`src/rtl/knn_topk_core.sv`:
```
// knn_topk_core: serial squared-Euclidean distance of streamed training points against a
// loaded test point, keeping a distance-sorted list of the K nearest labelled neighbours.
module knn_topk_core #(
   parameter int COORD_W = 8,
   parameter int N_DIM   = 2,
   parameter int K       = 4,
   parameter int LABEL_W = 8,
   parameter int DIST_W  = 32,
   localparam int CNT_W  = $clog2(K + 1),
   localparam int IDX_W  = (K > 1) ? $clog2(K) : 1
) (
   input  logic                     clk,
   input  logic                     rst,
   input  logic                     test_load,
   input  logic [N_DIM*COORD_W-1:0] test_point,
   input  logic                     train_valid,
   output logic                     train_ready,
   input  logic [N_DIM*COORD_W-1:0] train_point,
   input  logic [LABEL_W-1:0]       train_label,
   output logic                     ins_done,
   output logic [CNT_W-1:0]         ins_pos,
   output logic [CNT_W-1:0]         count,
   input  logic [IDX_W-1:0]         rd_idx,
   output logic [DIST_W-1:0]        rd_dist,
   output logic [LABEL_W-1:0]       rd_label
);
   localparam int SQ_W  = 2 * COORD_W + 2;
   localparam int DIM_W = (N_DIM > 1) ? $clog2(N_DIM) : 1;
   localparam logic [DIM_W-1:0]   DIM_LAST    = DIM_W'(N_DIM - 1);
   localparam logic [DIM_W-1:0]   DIM_ONE     = DIM_W'(1);
   localparam logic [CNT_W-1:0]   CNT_ONE     = CNT_W'(1);
   localparam logic [CNT_W-1:0]   CNT_K       = CNT_W'(K);
   localparam logic [DIST_W-1:0]  DIST_EMPTY  = {DIST_W{1'b1}};
   localparam logic [LABEL_W-1:0] LABEL_EMPTY = {LABEL_W{1'b0}};

   if (DIST_W < SQ_W + $clog2(N_DIM)) begin : g_dist_w_check
      $error("knn_topk_core: DIST_W too narrow to hold the summed squared differences");
   end

   typedef enum logic [1:0] {IDLE = 2'd0, ACC = 2'd1, INSERT = 2'd2} state_t;

   state_t                     state_r;
   logic [N_DIM*COORD_W-1:0]   test_r;
   logic [N_DIM*COORD_W-1:0]   train_r;
   logic [LABEL_W-1:0]         label_r;
   logic [DIST_W-1:0]          acc_r;
   logic [DIM_W-1:0]           dim_r;
   logic [DIST_W-1:0]          dist_r [K];
   logic [LABEL_W-1:0]         lbl_r  [K];
   logic [CNT_W-1:0]           count_r;
   logic [CNT_W-1:0]           ins_pos_r;
   logic                       ins_done_r;

   logic signed [COORD_W-1:0]  test_c_s  [N_DIM];
   logic signed [COORD_W-1:0]  train_c_s [N_DIM];
   logic signed [COORD_W:0]    diff_s;
   logic signed [SQ_W-1:0]     prod_s;
   logic [SQ_W-1:0]            sq_s;
   logic [CNT_W-1:0]           pos_s;
   logic [DIST_W-1:0]          nd_s [K];
   logic [LABEL_W-1:0]         nl_s [K];

   for (genvar g = 0; g < N_DIM; g++) begin : g_coord
      assign test_c_s[g]  = test_r[g*COORD_W +: COORD_W];
      assign train_c_s[g] = train_r[g*COORD_W +: COORD_W];
   end

   // Squared difference of the current dimension; the square of a signed value is never negative.
   always_comb begin
      diff_s = (COORD_W+1)'(test_c_s[dim_r]) - (COORD_W+1)'(train_c_s[dim_r]);
      prod_s = SQ_W'(diff_s) * SQ_W'(diff_s);
      sq_s   = $unsigned(prod_s);
   end

   // Insertion slot = occupied entries with dist <= acc; ties land after equal entries.
   always_comb begin
      pos_s = {CNT_W{1'b0}};
      for (int i = 0; i < K; i++) begin
         if ((CNT_W'(i) < count_r) && (dist_r[i] <= acc_r)) begin
            pos_s = pos_s + CNT_ONE;
         end else begin
            pos_s = pos_s;
         end
      end
   end

   // Candidate list with the new point placed at pos_s and the tail shifted down by one.
   always_comb begin
      if (pos_s == {CNT_W{1'b0}}) begin
         nd_s[0] = acc_r;
         nl_s[0] = label_r;
      end else begin
         nd_s[0] = dist_r[0];
         nl_s[0] = lbl_r[0];
      end
      for (int i = 1; i < K; i++) begin
         if (CNT_W'(i) < pos_s) begin
            nd_s[i] = dist_r[i];
            nl_s[i] = lbl_r[i];
         end else if (CNT_W'(i) == pos_s) begin
            nd_s[i] = acc_r;
            nl_s[i] = label_r;
         end else begin
            nd_s[i] = dist_r[i-1];
            nl_s[i] = lbl_r[i-1];
         end
      end
   end

   // Control FSM, accumulator and sorted neighbour list.
   always_ff @(posedge clk) begin
      if (rst) begin
         state_r    <= IDLE;
         test_r     <= {(N_DIM*COORD_W){1'b0}};
         train_r    <= {(N_DIM*COORD_W){1'b0}};
         label_r    <= LABEL_EMPTY;
         acc_r      <= {DIST_W{1'b0}};
         dim_r      <= {DIM_W{1'b0}};
         count_r    <= {CNT_W{1'b0}};
         ins_pos_r  <= {CNT_W{1'b0}};
         ins_done_r <= 1'b0;
         for (int i = 0; i < K; i++) begin
            dist_r[i] <= DIST_EMPTY;
            lbl_r[i]  <= LABEL_EMPTY;
         end
      end else if (test_load) begin
         state_r    <= IDLE;
         test_r     <= test_point;
         count_r    <= {CNT_W{1'b0}};
         ins_done_r <= 1'b0;
         for (int i = 0; i < K; i++) begin
            dist_r[i] <= DIST_EMPTY;
            lbl_r[i]  <= LABEL_EMPTY;
         end
      end else begin
         ins_done_r <= 1'b0;
         case (state_r)
            IDLE: begin
               if (train_valid) begin
                  train_r <= train_point;
                  label_r <= train_label;
                  acc_r   <= {DIST_W{1'b0}};
                  dim_r   <= {DIM_W{1'b0}};
                  state_r <= ACC;
               end
            end
            ACC: begin
               acc_r <= acc_r + DIST_W'(sq_s);
               if (dim_r == DIM_LAST) begin
                  state_r <= INSERT;
               end else begin
                  dim_r <= dim_r + DIM_ONE;
               end
            end
            INSERT: begin
               if (pos_s < CNT_K) begin
                  for (int i = 0; i < K; i++) begin
                     dist_r[i] <= nd_s[i];
                     lbl_r[i]  <= nl_s[i];
                  end
                  if (count_r != CNT_K) begin
                     count_r <= count_r + CNT_ONE;
                  end
               end
               ins_pos_r  <= pos_s;
               ins_done_r <= 1'b1;
               state_r    <= IDLE;
            end
            default: state_r <= IDLE;
         endcase
      end
   end

   assign train_ready = (state_r == IDLE) && !rst;
   assign ins_done    = ins_done_r;
   assign ins_pos     = ins_pos_r;
   assign count       = count_r;
   assign rd_dist     = (CNT_W'(rd_idx) < count_r) ? dist_r[rd_idx] : DIST_EMPTY;
   assign rd_label    = (CNT_W'(rd_idx) < count_r) ? lbl_r[rd_idx]  : LABEL_EMPTY;

endmodule

```
`config.mk`:
```
export PLATFORM = sky130hd
export DESIGN_NAME = knn_topk_core
export DESIGN_NICKNAME = d
export VERILOG_FILES = /design/src/rtl/knn_topk_core.sv
export SDC_FILE = /design/constraint.sdc
export NUM_CORES = 1
export LEC_CHECK = 0
export BUFFER_PORTS_ARGS = -buffer_cell sky130_fd_sc_hd__buf_2
export CAP_MARGIN = 10
export CORE_UTILIZATION = 63
export DETAILED_ROUTE_END_ITERATION = 6
export PLACE_DENSITY = 0.82
export SLEW_MARGIN = 30
export SYNTH_ARGS = -nofsm -noshare
export SYNTH_HDL_FRONTEND = slang
export SYNTH_SLANG_ARGS = --single-unit
```
`constraint.sdc`:
```
create_clock -name clk -period 16.59 [get_ports clk]
set_clock_uncertainty 0.05 [all_clocks]
set_input_delay 2.4885 -clock clk [delete_from_list [all_inputs] [get_ports clk]]
set_output_delay 2.4885 -clock clk [all_outputs]
set_load 0.01 [all_outputs]
```
---- Word-level counts from Yosys, hierarchy flattened ----
Memory sizes are Yosys's and may differ from the RTL's.
Index checks and enable logic that the tools add are counted.
storage, ports and cells
  flip-flop bits (word level) ............. 82
  bits of input ports ..................... 46
  memories kept ........................... 2
  output and inout port bits .............. 48
  logic and storage cells ................. 137
  RAM bits ................................ 160
memories
  memory  depth  width  read ports  clocked after Yosys merged registers in  write ports  RTL line  RTL
  dist_r  4      32     5           0                                        4            48        logic [DIST_W-1:0] dist_r [K];
  lbl_r   4      8      4           0                                        4            49        logic [LABEL_W-1:0] lbl_r [K];
cells by class
  add/subtract/negate cells ............... 7
  $mul .................................... 1
  bitwise operators ....................... 18
  order comparisons ....................... 14
  reductions and logical operators ........ 16
  multiplexer cells ....................... 61
  eq/ne operators ......................... 9
operators by type and width
  operator                                                               number
  32-bit two-way mux                                                     17
  8-bit two-way mux                                                      22
  32-bit <= comparator                                                   4
  32-bit case mux with 2 select lines                                    1
  32-bit by 18-bit adder with 32-bit output                              1
  9-bit by 9-bit multiplier with 18-bit output                           1
  1-bit OR                                                               16
  1-bit two-way mux                                                      14
  3-bit by 1-bit adder with 3-bit output (second input constant)         4
  2-bit by 3-bit < comparator with 1-bit output (first input constant)   4
  1-bit by 3-bit < comparator with 1-bit output (first input constant)   3
  3-bit two-way mux                                                      3
  3-bit AND reduction                                                    3
  8-bit by 8-bit subtractor with 9-bit output                            1
  2-bit by 3-bit equality test with 1-bit output (first input constant)  2
  2-bit AND reduction                                                    3
  1-bit logical AND                                                      5
  2-bit two-way mux                                                      2
  2-bit inequality test (second input constant)                          2
  2-bit case mux with 2 select lines                                     1
  1-bit by 3-bit equality test with 1-bit output (first input constant)  1
  3-bit logical NOT                                                      1
  2-bit by 3-bit < comparator with 1-bit output                          1
  3-bit < comparator (second input constant)                             1
  other kinds (13)                                                       13

---- Depth between registers and ports, before layout ----
An unclocked memory read counts as a cell.
  depth in word-level cells ............... 18
  depth in mapped cells ................... 43
  depth with buffers taken out ............ 41

---- Least setup slack after synthesis ----
No wires, ideal clock.
  path kind ............................... register -> register
  start ................................... reg acc_r[1]
  end ..................................... mem dist_r[0][0], enable pin
  slack ................................... 5.580 ns
  clock period less this slack ............ 11.010 ns
  data required time ...................... 16.042 ns
  setup time .............................. 0.498 ns
  buffers on the path ..................... 0
  cell stages (with the launch flop) ...... 25
  arrival ................................. 10.461 ns
  cell sequence ........................... dfxtp_1 inv_1 ha_1 nor2b_1 o21a_1 o21a_1 o21a_1 o21a_1 o21a_1 o21a_1 o21ai_0 o211ai_1 a221oi_1 ha_1 and2_1 a311o_1 a311oi_4 inv_1 ha_1 nand4_1 o31ai_1 xnor2_1 nand2_1 o21ai_0 a21boi_0
RTL lines
  item                    RTL line  RTL
  start, declared         46        logic [DIST_W-1:0] acc_r;
  start signal, assigned  117       acc_r <= {DIST_W{1'b0}};
  start signal, assigned  142       acc_r <= {DIST_W{1'b0}};
  start signal, assigned  148       acc_r <= acc_r + DIST_W'(sq_s);
  end, declared           48

---- Worst setup path in the final report ----
  start ................................... reg dim_r
  end ..................................... reg acc_r[25]
between the ends
  word-level cells in the longest chain between the ends .. 8
  elaborated cells on any way between the ends .. 11
  those cells by class .................... add/sub: 2; mul: 1; mux: 7; bitwise: 1
ends and longest elaborated chain
  item                                                        RTL line  RTL
  start, declared                                             47        logic [DIM_W-1:0] dim_r;
  start signal, assigned                                      118       dim_r <= {DIM_W{1'b0}};
  start signal, assigned                                      143       dim_r <= {DIM_W{1'b0}};
  start signal, assigned                                      152       dim_r <= dim_r + DIM_ONE;
  1-bit inverter with 2-bit output (not written as such) (*)  70        diff_s = (COORD_W+1)'(test_c_s[dim_r]) - (COORD_W+1)'(train_c_s[dim_r]);
  8-bit two-way mux (not written as such) (3 in a row)        70
  8-bit by 8-bit subtractor with 9-bit output (*)             70
  9-bit by 9-bit multiplier with 18-bit output (*)            71        prod_s = SQ_W'(diff_s) * SQ_W'(diff_s);
  32-bit by 18-bit adder with 32-bit output (*)               148
  32-bit case mux with 2 select lines (*)                     137       case (state_r)
Mark *: on every way between the ends. The rest lies on a longest branch, timed or not. The select of a mux whose other input is x is not followed.
A chain may end at the register's enable or synchronous reset.

==> metrics.log <==
[metrics] core box area: about 28000 µm²
[metrics] area share of the leading cell type in the synthesized netlist: between 20% and 30%
[metrics] Row Count: 61
[metrics] buffers and inverters on the worst path: 4
[metrics] Syn Area/Cell: 9.55 µm²
[metrics] critical path launch point: dim_r$_SDFFE_PP0P_
[metrics] critical path's slowest cell: dfxtp_1
[metrics] worst path setup slack after routing: around 6100 ps
[metrics] number of buffers added for setup after CTS: 0
[metrics] Synth Cell Area: around 18000 µm²
[metrics] Period minus WS final: ~10000 ps
[metrics] share of synthesized flip-flops with an asynchronous set or reset: 0%
[metrics] number of distinct standard cells referenced by the synthesized netlist: between 60 and 70
[metrics] Post-synth EDFFs: 120
[metrics] dominant cell type by count on the critical path: o21ai_0
[metrics] largest cells by area after synthesis: edfxtp_1, ha_1, dfxtp_1
[metrics] data required time at the worst endpoint: about 17000 ps
[metrics] clock insertion delay at the later pin of the skew report: around 560 ps
[metrics] count of antenna-violating nets left after detailed routing: 0
[metrics] root buffer selected by CTS: clkbuf_16
[metrics] met2 routing resource usage after global routing: a little over half
[metrics] final instance area: a little under 20000 µm²
[metrics] number of max-slew violations in the final report: 0
[metrics] antenna violations before repair: 1
[metrics] leading area contributor after synthesis: edfxtp_1
[metrics] Placer Congestion: 0.923
[metrics] run status: complete, no violations
[metrics] period utilization: 63.1%
[metrics] pre-CTS setup slack: roughly 6400 ps
[metrics] wire per inst: 20.0 µm
[metrics] maximum resistive drop on vdd: approximately 0.00027 V
[metrics] die width: between 150 and 200 µm
[metrics] Finish-stage setup viols: 0
[metrics] sort of element at the end of the critical path: register
[metrics] most common cell after layout, fill and taps aside: nand2_1
[metrics] largest net degree at the start of global routing: 72
[metrics] die span in y: ~170 µm
[metrics] HPWL after detailed placement: about 33000 µm
[metrics] static leakage: a little over 8 nW
[metrics] Reg2Reg Depth: 38
[metrics] layout cells sized above 1: 12.9%
[metrics] R2R setup slack: roughly 6100 ps
[metrics] max capacitance violation total: 0
[metrics] global-route met3 utilization: about 5.3%
[metrics] area post-placement: between 15000 and 20000 µm²
[metrics] wirelength, routed: 46300 µm
[metrics] logic depth of the worst path, buffers included: 38
[metrics] Crit path arrival time: roughly 11000 ps
[metrics] clock tree buffer depth: 3
[metrics] largest stage delay on the critical path: 880 ps
[metrics] Final Instance Count excl. Fillers: 2318
[metrics] sequential fraction of the synthesis area: between 30 and 40%
[metrics] register clock-pin slew on the reported worst setup and hold paths: ~60 ps
[metrics] Congestion Overflow GR: 0
[metrics] Total Die Area: roughly 29000 µm²
[metrics] Starting Density: roughly 64%
[metrics] global-route total usage across every layer: 32.5%
[metrics] global routing met1 resource utilization: between 40 and 50%
[metrics] largest driver fanout on the critical path: 19
[metrics] f_max: around 96 MHz
[metrics] Post-CTS Resized: 0
[metrics] net total in the final layout: about 2200
[metrics] Layout Utilization: 70.3%
[metrics] synthesis-stage register bit count: about 240
[metrics] P&R area growth vs syn: 9.75%
[metrics] RR Startpoint: dim_r$_SDFFE_PP0P_
[metrics] critical path startpoint category: register
[metrics] nets in the synthesized netlist: roughly 2200
[metrics] routing layer with the top usage in global route: met2
[metrics] Final Hold Slack: approximately 410 ps
[metrics] PD cells: 191 nW/µm²
[metrics] drt drc: 0
[metrics] # diodes: 0
[metrics] instance count after placement with tap cells included: about 2300
[metrics] top-level I/O count: 94
[metrics] number of buffers inserted by port buffering: 93
[metrics] destination of the worst register-to-register timing path: acc_r[25]$_SDFFE_PP0P_
[metrics] wire length of the first global-routing pass: about 74000 µm
[metrics] Vias: approximately 15000
[metrics] Power, Total: 3.72 mW
[metrics] number of clock buffers inserted by TritonCTS: 27
[metrics] DR iter-0 viols: approximately 1400
[metrics] number of instances in the synthesized netlist: between 1500 and 2000
[metrics] total number of yosys warnings: 0
[metrics] RSZ-0062 raised after global routing: false
[metrics] Least-Margin Pin Slew: 1080 ps
[metrics] number of vias per cell after detailed routing: around 6.3
[metrics] most frequent cells in the layout: nand2_1, ha_1, inv_1
[metrics] number of hold violations in the final report: 0
[metrics] number of iterations in the first detailed-routing pass: 6
[metrics] HP Class: register to register
[metrics] CTS H-Tree Depth: 1
[metrics] vias in the first global route: approximately 14000
[metrics] setup TNS: 0 ps
[metrics] Post-CTS Hold Fix Bufs: 0
[metrics] destination of the critical timing path: acc_r[25]$_SDFFE_PP0P_
[metrics] class of the most critical setup path: register to register
[metrics] Worst slew margin: 27.0%
[metrics] most frequently used flop master after synthesis: dfxtp_1
[metrics] Top delay family on crit path: compound AO/OA/AOI/OAI gates
[metrics] sink count of the clock tree: approximately 240
[metrics] TritonCTS clock tree: done
[metrics] Filler Cell Count: about 2100
==> tightest hold or removal path: stages (launching register included) <==
cell and delay, ps:
dfxtp_1 310, nand2_1 50, a21oi_1 50
==> worst min-delay path by stage <==
stage,start,to,depth (start not counted)
after floorplan,train_r[8]$_SDFFE_PP0P_,train_r[8]$_SDFFE_PP0P_,2
after global placement,train_r[12]$_SDFFE_PP0P_,train_r[12]$_SDFFE_PP0P_,2
after detailed placement,train_r[3]$_SDFFE_PP0P_,train_r[3]$_SDFFE_PP0P_,2
after CTS,train_r[3]$_SDFFE_PP0P_,train_r[3]$_SDFFE_PP0P_,2
after global routing,train_r[4]$_SDFFE_PP0P_,train_r[4]$_SDFFE_PP0P_,2
final,train_r[3]$_SDFFE_PP0P_,train_r[3]$_SDFFE_PP0P_,2
==> area by class of cell <==
cell class | count | area (µm²) | area share, %
tap | 378 | 473 | 2.42
clock buffer | 41 | 822 | 4.21
clock inverter | 9 | 113 | 0.577
multi-input combinational | 1382 | 10900 | 55.6
timing repair buffer | 110 | 626 | 3.21
sequential | 242 | 6050 | 31.0
inverter | 156 | 586 | 3.00
==> sequential cells by signal, summed over array words and instances (netlist names) <==
name      count
test_r       16
ins_done      1
dim_r         1
train_r      16
count         3
state_r       2
label_r       8
ins_pos       3
dist_r      128
lbl_r        32
acc_r        32
==> where the power goes <==
part	switching (mW)	leakage (nW)	total, mW	internal (mW)
combinational	1.42	5.68	2.44	1.01
sequential	0.0157	1.96	0.656	0.640
clock	0.254	0.458	0.628	0.375
total	1.69	8.11	3.72	2.03
==> kinds of logic after synthesis <==
kind of cell / Yosys count / share of synthesized area (%)
XOR/XNOR: 40 / 1.97
flip-flops: 242 / 34.0
buffers and inverters: 239 / 5.35
multiplexers: 102 / 8.71
adder cells (fa/ha/maj): 262 / 20.9
AO/OA/AOI/OAI: 381 / 14.0
AND/OR/NAND/NOR: 597 / 15.1
==> synth_stat cells (all sizes together) (4+ instances only) <==
| cell type | count |
|---|---|
| a211oi | 6 |
| a21boi | 5 |
| a21o | 35 |
| a21oi | 104 |
| a221oi | 4 |
| a22oi | 13 |
| a31oi | 35 |
| and2 | 14 |
| and3 | 10 |
| buf | 32 |
| clkbuf | 51 |
| dfxtp | 122 |
| edfxtp | 120 |
| fa | 59 |
| ha | 203 |
| inv | 155 |
| mux2 | 9 |
| mux2i | 53 |
| mux4 | 40 |
| nand2 | 271 |
| nand2b | 14 |
| nand3 | 20 |
| nand4 | 34 |
| nor2 | 137 |
| nor2b | 24 |
| nor3 | 24 |
| nor4 | 5 |
| o211ai | 65 |
| o21a | 13 |
| o21ai | 55 |
| o21bai | 8 |
| o22ai | 4 |
| o31ai | 5 |
| o32ai | 8 |
| or2 | 34 |
| or3 | 4 |
| xnor2 | 33 |
| xor2 | 7 |
==> routing by layer <==
layer  part of all wire (%)  vias up
met5                      0        -
li1                       -     6759
met2                     47      709
met1                     40     7026
met4                    4.0        0
met3                    8.3      142
No activity file was read; power rests on OpenSTA's default activity.
